===== config.mk =====
export PLATFORM = sky130hd
export DESIGN_NAME = gate1_bist
export DESIGN_NICKNAME = d
export VERILOG_FILES = /design/src/rtl/gate1_bist.sv
export SDC_FILE = /design/constraint.sdc
export NUM_CORES = 1
export LEC_CHECK = 0
export BUFFER_PORTS_ARGS = -buffer_cell sky130_fd_sc_hd__buf_2
export CAP_MARGIN = 20
export CORE_AREA = 3 3 57 59
export DETAILED_ROUTE_END_ITERATION = 6
export DIE_AREA = 0 0 60 62
export PLACE_DENSITY = 0.71
export SYNTH_ARGS = -nofsm -noshare
export SYNTH_HDL_FRONTEND = slang
export SYNTH_SLANG_ARGS = --single-unit

===== constraint.sdc =====
create_clock -name clk -period 2.16 [get_ports clk]
set_clock_uncertainty 0.2 [all_clocks]
set_input_delay 0.648 -clock clk [delete_from_list [all_inputs] [get_ports clk]]
set_output_delay 0.648 -clock clk [all_outputs]
set_load 0.005 [all_outputs]

===== src/rtl/gate1_bist.sv =====
// Stimulus generator and response checker for the gate1 two-input gate block.
// Walks all four (a,b) vectors, compares eight gate outputs and reports the first failure.
module gate1_bist #(
   parameter int unsigned SETTLE_CYCLES = 2,
   parameter int unsigned ERR_W         = 4
) (
   input  logic             clk,
   input  logic             rst,
   input  logic             start,
   output logic             a,
   output logic             b,
   input  logic [7:0]       dut_out,
   output logic             busy,
   output logic             done,
   output logic             pass,
   output logic [ERR_W-1:0] err_count,
   output logic [1:0]       fail_vec,
   output logic [7:0]       fail_mask
);

   // Zero settle would skip the hold entirely, so it is promoted to one cycle.
   localparam int unsigned     S       = (SETTLE_CYCLES == 0) ? 1 : SETTLE_CYCLES;
   localparam int unsigned     CntW    = (S > 1) ? $clog2(S) : 1;
   localparam logic [CntW-1:0] CntLast = CntW'(S - 1);
   localparam logic [ERR_W-1:0] ErrMax = '1;

   typedef enum logic [2:0] {
      StIdle,
      StDrive,
      StSettle,
      StCheck,
      StDone
   } state_e;

   state_e          state_q;
   logic [1:0]      vec_q;
   logic [CntW-1:0] cnt_q;
   logic [7:0]      exp_out;
   logic [7:0]      mask;
   logic            va;
   logic            vb;

   always_comb begin
      va      = vec_q[1];
      vb      = vec_q[0];
      exp_out = {va & vb, va | vb, ~(va & vb), ~(va | vb), va ^ vb, ~(va ^ vb), ~va, ~vb};
      mask    = dut_out ^ exp_out;
   end

   always_ff @(posedge clk) begin
      if (rst) begin
         state_q   <= StIdle;
         vec_q     <= 2'd0;
         cnt_q     <= '0;
         a         <= 1'b0;
         b         <= 1'b0;
         busy      <= 1'b0;
         done      <= 1'b0;
         pass      <= 1'b0;
         err_count <= '0;
         fail_vec  <= 2'd0;
         fail_mask <= 8'd0;
      end else if (start && (state_q == StIdle || state_q == StDone)) begin
         state_q   <= StDrive;
         vec_q     <= 2'd0;
         done      <= 1'b0;
         pass      <= 1'b0;
         err_count <= '0;
         fail_vec  <= 2'd0;
         fail_mask <= 8'd0;
      end else begin
         case (state_q)
            StIdle: begin
               busy <= 1'b0;
            end
            StDrive: begin
               busy    <= 1'b1;
               a       <= vec_q[1];
               b       <= vec_q[0];
               cnt_q   <= '0;
               state_q <= StSettle;
            end
            StSettle: begin
               busy <= 1'b1;
               if (cnt_q == CntLast) begin
                  state_q <= StCheck;
               end else begin
                  cnt_q <= cnt_q + 1'b1;
               end
            end
            StCheck: begin
               busy <= 1'b1;
               if (mask != 8'd0) begin
                  if (err_count != ErrMax) begin
                     err_count <= err_count + 1'b1;
                  end
                  if (err_count == '0) begin
                     fail_vec  <= vec_q;
                     fail_mask <= mask;
                  end
               end
               if (vec_q == 2'd3) begin
                  state_q <= StDone;
               end else begin
                  vec_q   <= vec_q + 2'd1;
                  state_q <= StDrive;
               end
            end
            StDone: begin
               // Results surface one edge after the final check so pass sees its outcome.
               busy <= 1'b0;
               done <= 1'b1;
               pass <= (err_count == '0);
            end
            default: begin
               state_q <= StIdle;
            end
         endcase
      end
   end

endmodule


# Yosys cells after proc, flatten, opt, wreduce, memory -nomap -nowiden
# Index checks and enable logic that the tools add are counted.
totals:
  ff_bits: 25
  latchBits: 0
  mem_bits_rw: 0
  romBits: 0
  inputBits: 11
  out_inout_bits: 19
  word_cells: 61
  mem_count: 0
classes:
  n_addsub: 3
  mul: 0
  n_div: 0
  magnitude_cmp: 0
  eq_ne: 9
  n_shift: 0
  mux: 7
  n_bitwise: 12
  n_reduce_logical: 18
op_table:
  columns: ["cell", "n"]
  rows:
  - ["$pmux 3 s4", 1]
  - ["$reduce_and 2->1", 6]
  - ["$not 1->1", 8]
  - ["$reduce_bool 8->1", 1]
  - ["$xor 8x8->8", 1]
  - ["$eq 3x2->1 const B", 2]
  - ["$mux 3", 2]
  - ["$reduce_and 3->1", 2]
  - ["$add 4x1->4 const B", 1]
  - ["$logic_not 4->1", 1]
  - ["$ne 4x4->1 const B", 1]
  - ["$pmux 1 s2", 2]
  - ["$reduce_bool 2->1", 2]
  - ["$reduce_or 2->1", 2]
  - ["$eq 3x1->1 const B", 1]
  - ["$eq 3x3->1 const B", 1]
  - ["$logic_not 3->1", 1]
  - ["$ne 3x3->1 const B", 1]
  - ["$reduce_or 3->1", 1]
  - ["$add 2x1->2 const B", 1]
  - ["$eq 2x2->1 const B", 1]
  - ["$mux 1", 2]
  - ["$ne 2x1->1 const B", 1]
  - ["$ne 2x2->1 const B", 1]
  - ["other kinds (6)", 6]

# Logic depth before layout (Yosys ltp)
# Gate-level depths: netlist of run 1.
depth:
  ltp_word: 5
  mapped_depth: 8

# Least setup slack after synthesis of run 1
# Ideal clock, no wire load.
synth_timing:
  path_type: "reg2reg"
  startpoint: "register vec_q[0]"
  endpoint: "register err_count[3]"
  setup_time_ps: 72
  t_arrival_ps: 1996
  t_required_ps: 1888
  path_slack_ps: -108
  stages_incl_launch_ff: 8
  n_path_buf: 0
  cell_sequence: "dfxtp_1 -> inv_1 -> ha_1 -> nor2b_1 -> a21oi_1 -> o41ai_4 -> or4_1 -> a21oi_1"
synth_lines:
  columns: ["item", "line_no", "rtl"]
  rows:
  - ["from (decl)", "36", "logic [1:0] vec_q;"]
  - ["from (signal assigned)", "105", "vec_q <= vec_q + 2'd1;"]
  - ["$not 1->1", "46", "exp_out = {va & vb, va | vb, ~(va & vb), ~(va | vb), va ^ vb, ~(va ^ vb), ~va, ~vb};"]
  - ["named net exp_out[0]", "38", "logic [7:0] exp_out;"]
  - ["$xor 8x8->8", "47", "mask = dut_out ^ exp_out;"]
  - ["$reduce_bool 8->1", "93", "if (mask != 8'd0) begin"]
  - ["$reduce_and 3->1 (no source line)", null, null]
  - ["to (signal assigned)", "95", "err_count <= err_count + 1'b1;"]
  - ["to (decl)", "16", "output logic [ERR_W-1:0] err_count,"]
# The timed path passes the listed nets, and every way through them passes these cells.
# A chain may end at the register's enable or synchronous reset.

# Worst setup path after layout of run 1
layout_timing:
  startpoint: "register vec_q[0]"
  endpoint: "register err_count[0]"
# The elaborated chain is that of the path after synthesis.

==> impl_metrics.py, run 1 <==
metrics = {
    "clock_network": {
        "cts_buffers": 3,
        "htree_num_levels": 1,
        "cts_hold_buffers": 0,
        "cts_buffer_depth": 2,
        "clock-sinks": 25,
        "clk_latency_ns": 0.33,
        "root_buffer": "clkbuf_4",
        "cts_tree": "done",
        "path_clk_slew_ns": 0.14,
    },
    "critical_path": {
        "cp.required_ns": 2.23,
        "startpoint_type": "flop",
        "r2r_end": "err_count[0]",
        "reg2reg_setup_slack_ns": 0.05,
        "r2r_cells": 9,
        "cp_max_fo": 6,
        "crit_arrival_ns": 2.18,
        "endpoint_kind": "flop",
        "path_class": "flop to flop",
        "r2r-start": "vec_q[0]",
    },
    "die": {
        "die_width_um": 60,
        "rows": 19,
        "core-area_sq_mm": 0.002758,
        "initial_core_util_pct": 46.73,
        "die_area_sq_mm": 0.003720,
        "die_y_um": 62,
        "io_pins": 30,
    },
    "power": {
        "p_per_area_mw_per_mm2": 498.0,
        "peakVddDrop_v": 0.0004333,
        "leakage_uw": 0.0007037,
    },
    "worst_hold_path": {
        "hold_start": "pass",
        "hold_path.class": "flop to flop",
        "hold_depth": 2,
        "holdPathEnd": "pass",
    },
    "route": {
        "firstDrtPassIters": 4,
        "vias": 1216,
        "drt-initial-drc-count": 54,
        "wl_per_cell_um": 13.83,
        "viasPerCell": 5.357,
        "drt_wl_total_um": 3139,
        "antenna_left": 0,
        "drc": 0,
    },
    "global_route": {
        "first_global_vias": 1169,
        "grt_use_total_pct": 18.69,
        "antenna_found_initial": 0,
        "grt_pass1_wl_um": 5237,
        "grt_max_degree": 15,
        "overflow": 0,
    },
    "placement": {
        "placed_cell_area_sq_mm": 0.001605,
        "hpwl_um": 2427,
        "place_ws_ns": -0.2346,
        "dp_cells": 220,
        "port_buffers": 29,
        "gp_congestion": 0.7676,
    },
    "timing": {
        "rsz0062_at_grt": "yes",
        "final.min_clock_period_ns": 2.112,
        "hold_viol_final": 0,
        "fin_tns_setup_ns": 0,
        "fin_crit_sh_pct": 97.80,
        "layout_setup_ws_ns": 0.04759,
        "setup_violations": 0,
        "clock.fmax_ghz": 0.4734,
        "maxSlewHeadroom_pct": 69.50,
        "worst_pin_slew_ns": 0.4575,
        "slew_violations": 0,
    },
    "finish": {
        "final_cells": 227,
        "most-common-layout-cells": "buf_2 (29), dfxtp_1 (23), buf_4 (18), a21oi_1 (17), nor2_1 (12)",
        "syn_to_final_growth_pct": 33.79,
        "diodes": 0,
        "layout_commonest_cell": "buf_2",
        "nets": 212,
        "design_area_sq_mm": 0.001724,
        "drive_above_1_share_pct": 41.84,
    },
    "logic_synthesis": {
        "synth_edf_count": 0,
        "ys.flop_type": "dfxtp_1",
        "synth_area_per_cell_sq_um": 8.592,
        "synth_fp_nets": 165,
        "async_flop_share_pct": 0,
        "seq_area_frac_synth_pct": 38.83,
        "synth_cell_types": 37,
        "ys_ff_latch": 25,
        "syn_inst": 150,
        "synth_area_sq_mm": 0.001289,
        "yosysWarningCount": 0,
    },
    "flow_run": {
        "maxCapViolations": 0,
    },
    "run_status": {
        "status": "finished clean",
    },
}
==> layout make-up <==
cell class	count	area, sq um
clock buffer	3	22.52
clock inverter	1	5.005
fill	240	1033
inverter	6	22.52
multi-input combinational	109	787.0
sequential	25	503.0
tap	31	38.79
timing repair buffer	52	345.3
==> Yosys cell counts, types with 4 or more instances <==
master    n  area, sq um
xnor2_1   5        43.79
o21ai_1   5        25.02
nor2b_1   4        25.02
nand3_1  10        50.05
a21oi_1  21        105.1
dfxtp_1  25        500.5
ha_1      4        50.05
xor2_1    5        43.79
inv_1     6        22.52
nand2_1   5        18.77
nor2_1   12        45.04
o21ai_0   5        25.02
a21oi_2   4        35.03
nor3_1    4        20.02
==> cells by family after synthesis <==
group	after synthesis	share of synthesized area [%]
mux	2	1.553
compound gates	43	21.55
fa+ha+maj	4	3.884
simple gates	50	21.55
flops	25	38.83
buf+inv	16	5.825
xor+xnor	10	6.796
==> where the power goes <==
group	switching, uW	total (uW)	leakage [uW]	internal (uW)
Combinational	81.2	157	0.000483	75.7
Clock	144	214	0.0000177	69.6
Sequential	14.0	488	0.000203	474
Total	239	859	0.000704	619
==> how the worst max path moves through the flow <==
stage / end / cells past startpoint / start / slack [ns]
after floorplan: fail_mask[0] / 8 / vec_q[1] / 0.04
after global placement: fail_mask[0] / 7 / dut_out[6] / -0.10
after detailed placement: fail_mask[1] / 8 / dut_out[0] / -0.23
after CTS: err_count[3] / 8 / vec_q[0] / -0.04
after global routing: fail_mask[1] / 9 / vec_q[0] / -0.05
final: err_count[0] / 9 / vec_q[0] / 0.05
==> timing repair <==
item	4_1_cts	5_1_grt
setup buffers	2	1
pin swaps	4	12
resized for setup	3	19
setup endpoints to repair	3	14
==> per-stage QoR <==
step	hold slack [ns]	utilization, %	total power (uW)
4_1_cts	0.2720	59.94	855.7
6_report	0.2676	62.52	858.6
3_5_place_dp	0.2534	58.21	642.9
5_1_grt	0.2898	62.52	905.2
2_1_floorplan	0.2527	-	581.2
3_3_place_gp	0.2428	58.21	636.2
==> layer usage <==
layer  vias to the layer above  routed length [um]  GRT usage, %
li1                        614                   -             -
met1                       564                1315         23.15
met2                        34                1625         32.87
met3                         4                 165         2.893
met4                         0                  32         6.646
met5                         -                   0             0
==> state kept, by name, summed over array words and instances (netlist names) <==
| register | cells |
|---|---|
| a | 1 |
| b | 1 |
| fail_vec | 2 |
| state_q | 3 |
| cnt_q | 1 |
| done | 1 |
| fail_mask | 8 |
| vec_q | 2 |
| err_count | 4 |
| busy | 1 |
| pass | 1 |
==> critical path, stage by stage (launching register included) <==
cell and delay, ns:
dfxtp_2 0.38, inv_2 0.05, ha_4 0.28, nor2b_4 0.17, a21oi_4 0.08, o41ai_4 0.39, buf_4 0.19, buf_6 0.11
o21ai_1 0.06, a21oi_1 0.14
Power figures use the tool's default switching activity.
==> inputs of run 2 (changes only) <==
--- a/config.mk
+++ b/config.mk
@@ -10,6 +10,7 @@
 export CORE_AREA = 3 3 57 59
 export DETAILED_ROUTE_END_ITERATION = 6
 export DIE_AREA = 0 0 60 62
+export GPL_TIMING_DRIVEN = 0
 export PLACE_DENSITY = 0.71
 export SYNTH_ARGS = -nofsm -noshare
 export SYNTH_HDL_FRONTEND = slang
==> impl_metrics.py, run 2 (synthesized netlist as in run 1, its figures left out) <==
metrics = {
    "critical_path": {
        "reg2reg_setup_slack_ns": -0.04,
        "cp.required_ns": 2.22,
        "startpoint_type": "flop",
        "path_class": "flop to flop",
        "crit_start": "vec_q[0]",
        "r2r_cells": 8,
        "crit_end": "err_count[3]",
        "cp_max_fo": 7,
        "crit_arrival_ns": 2.26,
        "r2r_end": "err_count[3]",
        "endpoint_kind": "flop",
        "r2r-start": "vec_q[0]",
    },
    "route": {
        "drt_wl_total_um": 3020,
        "firstDrtPassIters": 4,
        "vias": 1188,
        "wl_per_cell_um": 13.67,
        "viasPerCell": 5.376,
        "antenna_left": 0,
        "drt-initial-drc-count": 23,
        "drc": 0,
    },
    "placement": {
        "port_buffers": 28,
        "gp_congestion": 0.7016,
        "placed_cell_area_sq_mm": 0.001490,
        "hpwl_um": 2151,
    },
    "timing": {
        "maxSlewHeadroom_pct": 65.36,
        "fin_tns_setup_ns": -0.1844,
        "clock.fmax_ghz": 0.4546,
        "setup_violations": 9,
        "layout_setup_ws_ns": -0.03971,
        "fin_crit_sh_pct": 101.8,
        "rsz0062_at_grt": "yes",
        "hold_viol_final": 0,
        "slew_violations": 0,
        "worst_pin_slew_ns": 0.5179,
        "final.min_clock_period_ns": 2.200,
    },
    "power": {
        "p_clk_share_pct": 24.8,
        "combinationalPowerShare_pct": 17.0,
        "report.power.total_uw": 826.6,
        "peakVddDrop_v": 0.0003716,
        "p_per_area_mw_per_mm2": 500.1,
        "switchingPower_uw": 227.7,
        "netSwitchingFraction_pct": 27.55,
        "leakage_uw": 0.0006564,
        "p_int_uw": 598.9,
        "seqPwrFrac_pct": 58.2,
    },
    "finish": {
        "layout_commonest_cell": "buf_2",
        "drive_above_1_share_pct": 39.47,
        "most-common-layout-cells": "buf_2 (30), dfxtp_1 (23), a21oi_1 (17), nor2_1 (12)",
        "syn_to_final_growth_pct": 28.25,
        "design_area_sq_mm": 0.001653,
        "reg_top3": "fail_mask (8), err_count (4), state_q (3)",
        "top_register": "fail_mask",
        "nets": 206,
        "diodes": 0,
        "largest_register_ffs": 8,
    },
    "worst_hold_path": {
        "hold_path.class": "flop to flop",
    },
    "die": {
        "io_pins": 30,
        "core-area_sq_mm": 0.002758,
        "rows": 19,
        "initial_core_util_pct": 46.73,
        "die_width_um": 60,
        "die_y_um": 62,
        "die_area_sq_mm": 0.003720,
    },
    "global_route": {
        "overflow": 0,
        "grt_max_degree": 15,
        "grt_pass1_wl_um": 4609,
        "first_global_vias": 1111,
        "grt_use_total_pct": 16.48,
        "antenna_found_initial": 0,
    },
    "clock_network": {
        "cts_tree": "done",
        "clock-sinks": 25,
        "cts_buffer_depth": 2,
        "clk_latency_ns": 0.31,
        "root_buffer": "clkbuf_4",
        "cts_buffers": 3,
        "cts_hold_buffers": 0,
        "htree_num_levels": 1,
        "path_clk_slew_ns": 0.13,
    },
    "run_status": {
        "violations": "negative setup slack",
        "status": "finished, violations left",
    },
    "flow_run": {
        "maxCapViolations": 0,
    },
}
==> run 2: cell type report <==
class                      count  area [sq um]
fill                         250          1105
multi-input combinational    109         799.5
sequential                    25         508.0
timing repair buffer          37         207.7
buffer                         9         48.80
tap                           31         38.79
clock buffer                   3         22.52
inverter                       6         22.52
clock inverter                 1         5.005
==> run 2: worst max-delay path, stage by stage, from the launching register on <==
cell     delay, ns
dfxtp_4       0.38
inv_2         0.05
ha_4          0.25
nor2b_4       0.14
a21oi_4       0.17
o41ai_4       0.15
buf_4         0.17
or4_4         0.50
a21oi_2       0.14
==> run 2: through the flow <==
stage                     util, %  std cells  setup slack (ns)  hold slack [ns]
after floorplan                 -        150           0.03836           0.2527
after global placement      54.04        209           -0.1765           0.2448
after detailed placement    54.04        209           -0.2854           0.2570
after CTS                   57.35        219        -0.0002820           0.2757
after global routing        59.94        221           -0.1110           0.2993
final                       59.94        221          -0.03971           0.2697
==> run 2: timing repair <==
item | in CTS | in global routing
resized for setup | 7 | 16
endpoints found under the setup margin | 14 | 17
gates cloned | 1 | 0
pin swaps | 5 | 9
setup buffers | 7 | 3
==> run 2: worst min path at each step <==
stage | from | endpoint | slack [ns] | cells after the start
finish | pass | pass | 0.27 | 2
global route | fail_vec[0] | fail_vec[0] | 0.30 | 2
CTS | pass | pass | 0.28 | 2
detailed placement | pass | pass | 0.26 | 2
global placement | pass | pass | 0.24 | 2
floorplan | pass | pass | 0.25 | 2
==> run 2: power by group through the flow <==
stage	logic (uW)	clock network [uW]	registers [uW]
3_3_place_gp	122	0	493
3_5_place_dp	125	0	494
2_1_floorplan	88.7	0	493
6_report	140	205	482
4_1_cts	131	213	481
5_1_grt	155	232	484
==> run 2: layer usage <==
layer | track usage (%) | part of all wire [%] | vias up
met5 | 0 | 0 | -
met4 | 6.013 | 0.96 | 0
met3 | 2.893 | 4.0 | 4
met2 | 30.71 | 50 | 21
met1 | 18.75 | 45 | 556
li1 | - | - | 607
==> inputs of run 3 (changes only) <==
--- a/config.mk
+++ b/config.mk
@@ -12,6 +12,7 @@
 export DIE_AREA = 0 0 60 62
 export GPL_TIMING_DRIVEN = 0
 export PLACE_DENSITY = 0.71
+export RECOVER_POWER = 100
 export SYNTH_ARGS = -nofsm -noshare
 export SYNTH_HDL_FRONTEND = slang
 export SYNTH_SLANG_ARGS = --single-unit
==> constraint.sdc (replaced) <==
create_clock -name clk -period 1.8 [get_ports clk]
set_clock_uncertainty 0.2 [all_clocks]
set_input_delay 0.54 -clock clk [delete_from_list [all_inputs] [get_ports clk]]
set_output_delay 0.54 -clock clk [all_outputs]
set_load 0.005 [all_outputs]
==> impl_metrics.py, run 3 (synthesized netlist as in run 1, its figures left out) <==
metrics = {
    "die": {
        "die_area_sq_mm": 0.003720,
        "die_y_um": 62,
        "core-area_sq_mm": 0.002758,
        "die_width_um": 60,
        "io_pins": 30,
        "initial_core_util_pct": 46.73,
        "rows": 19,
    },
    "clock_network": {
        "cts_hold_buffers": 0,
        "cts_buffers": 3,
        "clk_latency_ns": 0.32,
        "root_buffer": "clkbuf_4",
        "path_clk_slew_ns": 0.13,
        "cts_buffer_depth": 2,
        "htree_num_levels": 1,
        "cts_tree": "done",
        "clock-sinks": 25,
    },
    "global_route": {
        "grt_max_degree": 14,
        "antenna_found_initial": 0,
        "first_global_vias": 1137,
        "grt_use_total_pct": 18.66,
        "grt_pass1_wl_um": 5099,
        "overflow": 0,
    },
    "timing": {
        "hold_slack_ns": 0.2663,
        "slew_violations": 0,
        "setup_violations": 14,
        "layout_setup_ws_ns": -0.3616,
        "rsz0062_at_grt": "yes",
        "final.min_clock_period_ns": 2.162,
        "clock.fmax_ghz": 0.4626,
        "worst_pin_slew_ns": 0.4835,
        "fin_crit_sh_pct": 120.1,
        "maxSlewHeadroom_pct": 67.77,
        "hold_viol_final": 0,
    },
    "flow_run": {
        "maxCapViolations": 0,
    },
    "finish": {
        "nets": 208,
        "final_cells": 223,
        "multi_input_area_sq_um": 850.8,
        "top_register": "fail_mask",
        "diodes": 0,
        "syn_to_final_growth_pct": 32.91,
        "layout_commonest_cell": "dfxtp_1",
        "design_area_sq_mm": 0.001713,
        "drive_above_1_share_pct": 37.50,
        "regArea_sq_um": 508.0,
        "largest_register_ffs": 8,
        "reg_top3": "fail_mask (8), err_count (4), state_q (3)",
        "most-common-layout-cells": "dfxtp_1 (23), buf_2 (19), a21oi_1 (17), buf_4 (13), clkbuf_1 (12)",
        "fillers": 244,
    },
    "placement": {
        "place_ws_ns": -0.4217,
        "port_buffers": 28,
        "gp_congestion": 0.7009,
        "placed_cell_area_sq_mm": 0.001520,
        "dp_cells": 209,
        "hpwl_um": 2217,
    },
    "critical_path": {
        "cpPeakStageDelay_ns": 0.47,
        "startpoint_type": "flop",
        "crit_arrival_ns": 2.18,
        "path_buf_inv": 2,
        "path_cells": "inv_4, ha_4, nor3b_4, a21oi_4, o41a_1, buf_6, a21oi_1, nor3_2",
        "endpoint_kind": "flop",
        "cpMaxStageDelayCell": "o41a_1",
        "cp.required_ns": 1.82,
        "path_class": "flop to flop",
        "path_delay_family": "compound AO/OA/AOI/OAI gates",
        "cp_max_fo": 10,
    },
    "route": {
        "vias": 1224,
        "wl_per_cell_um": 14.89,
        "antenna_left": 0,
        "drc": 0,
        "drt-initial-drc-count": 33,
        "firstDrtPassIters": 4,
        "viasPerCell": 5.489,
        "drt_wl_total_um": 3320,
    },
    "run_status": {
        "status": "finished, violations left",
        "violations": "negative setup slack",
    },
    "power": {
        "peakVddDrop_v": 0.0004567,
        "switchingPower_uw": 291.2,
        "p_int_uw": 727.8,
        "p_clk_share_pct": 25.0,
        "seqPwrFrac_pct": 57.4,
        "leakage_uw": 0.0006368,
        "netSwitchingFraction_pct": 28.58,
        "p_per_area_mw_per_mm2": 594.9,
        "combinationalPowerShare_pct": 17.6,
    },
    "worst_hold_path": {
        "hold_path.class": "flop to flop",
    },
}
## run 3: cell count changes in the layout (fill, tap and decap cells not counted), moves of 2 or more
cell      delta
nor2_1       -2
nor3_1       -2
o41ai_2      +2
clkbuf_1    +10
buf_4        +3
nor3_2       +2
nand3_2      +2
nand3_1      -2
buf_2       -11
o21ai_1      +2
## run 3: cell type report
type,instances,share of cell area [%]
Inverter,6,1.461
Clock buffer,4,1.534
Multi-Input combinational cell,110,49.67
Timing Repair Buffer,38,11.83
Buffer,9,3.579
Sequential cell,25,29.66
Tap cell,31,2.264
## run 3: final timing paths
check | from | to | slack, ns | cells past startpoint
worst max register to register | vec_q[1] | fail_mask[3] | -0.36 | 8
worst min register to register | pass | pass | 0.27 | 2
worst max-delay path | vec_q[1] | fail_mask[3] | -0.36 | 8
worst min-delay path | pass | pass | 0.27 | 2
## run 3: routing by layer
| layer | routed length (um) | track usage (%) |
|---|---|---|
| met1 | 1502 | 22.21 |
| met2 | 1606 | 31.94 |
| met3 | 120 | 3.099 |
| met4 | 91 | 10.44 |
| met5 | 0 | 0 |
## run 3: worst register-to-register path, delay by kind of cell, from the launching register on
family                   cells  cell delay (ns)
adder cells (fa/ha/maj)      1             0.24
AO/OA/AOI/OAI                3             0.73
buffers and inverters        2             0.21
flip-flops                   1             0.40
AND/OR/NAND/NOR              2             0.28
## run 3: power groups by stage
stage | Clock [uW] | Sequential (uW) | Combinational (uW)
6_report | 255 | 585 | 180
3_5_place_dp | 0 | 590 | 156
5_1_grt | 284 | 587 | 194
3_3_place_gp | 0 | 589 | 150
2_1_floorplan | 0 | 588 | 109
4_1_cts | 267 | 578 | 175
## run 3: through the flow
| stage | TNS, ns | total power, uW | utilization (%) |
|---|---|---|---|
| floorplan | -2.184 | 697.1 | - |
| global placement | -5.376 | 738.3 | 55.13 |
| detailed placement | -6.186 | 746.6 | 55.13 |
| CTS | -3.743 | 1020 | 60.12 |
| global route | -5.181 | 1066 | 62.11 |
| finish | -4.361 | 1019 | 62.11 |
## run 3: timing repair
| item | CTS | global route |
|---|---|---|
| setup buffers | 9 | 2 |
| endpoints found under the hold margin | 0 | 0 |
| endpoints found under the setup margin | 17 | 17 |
| gates cloned | 2 | 0 |
| resized for setup | 11 | 13 |
| pin swaps | 8 | 9 |
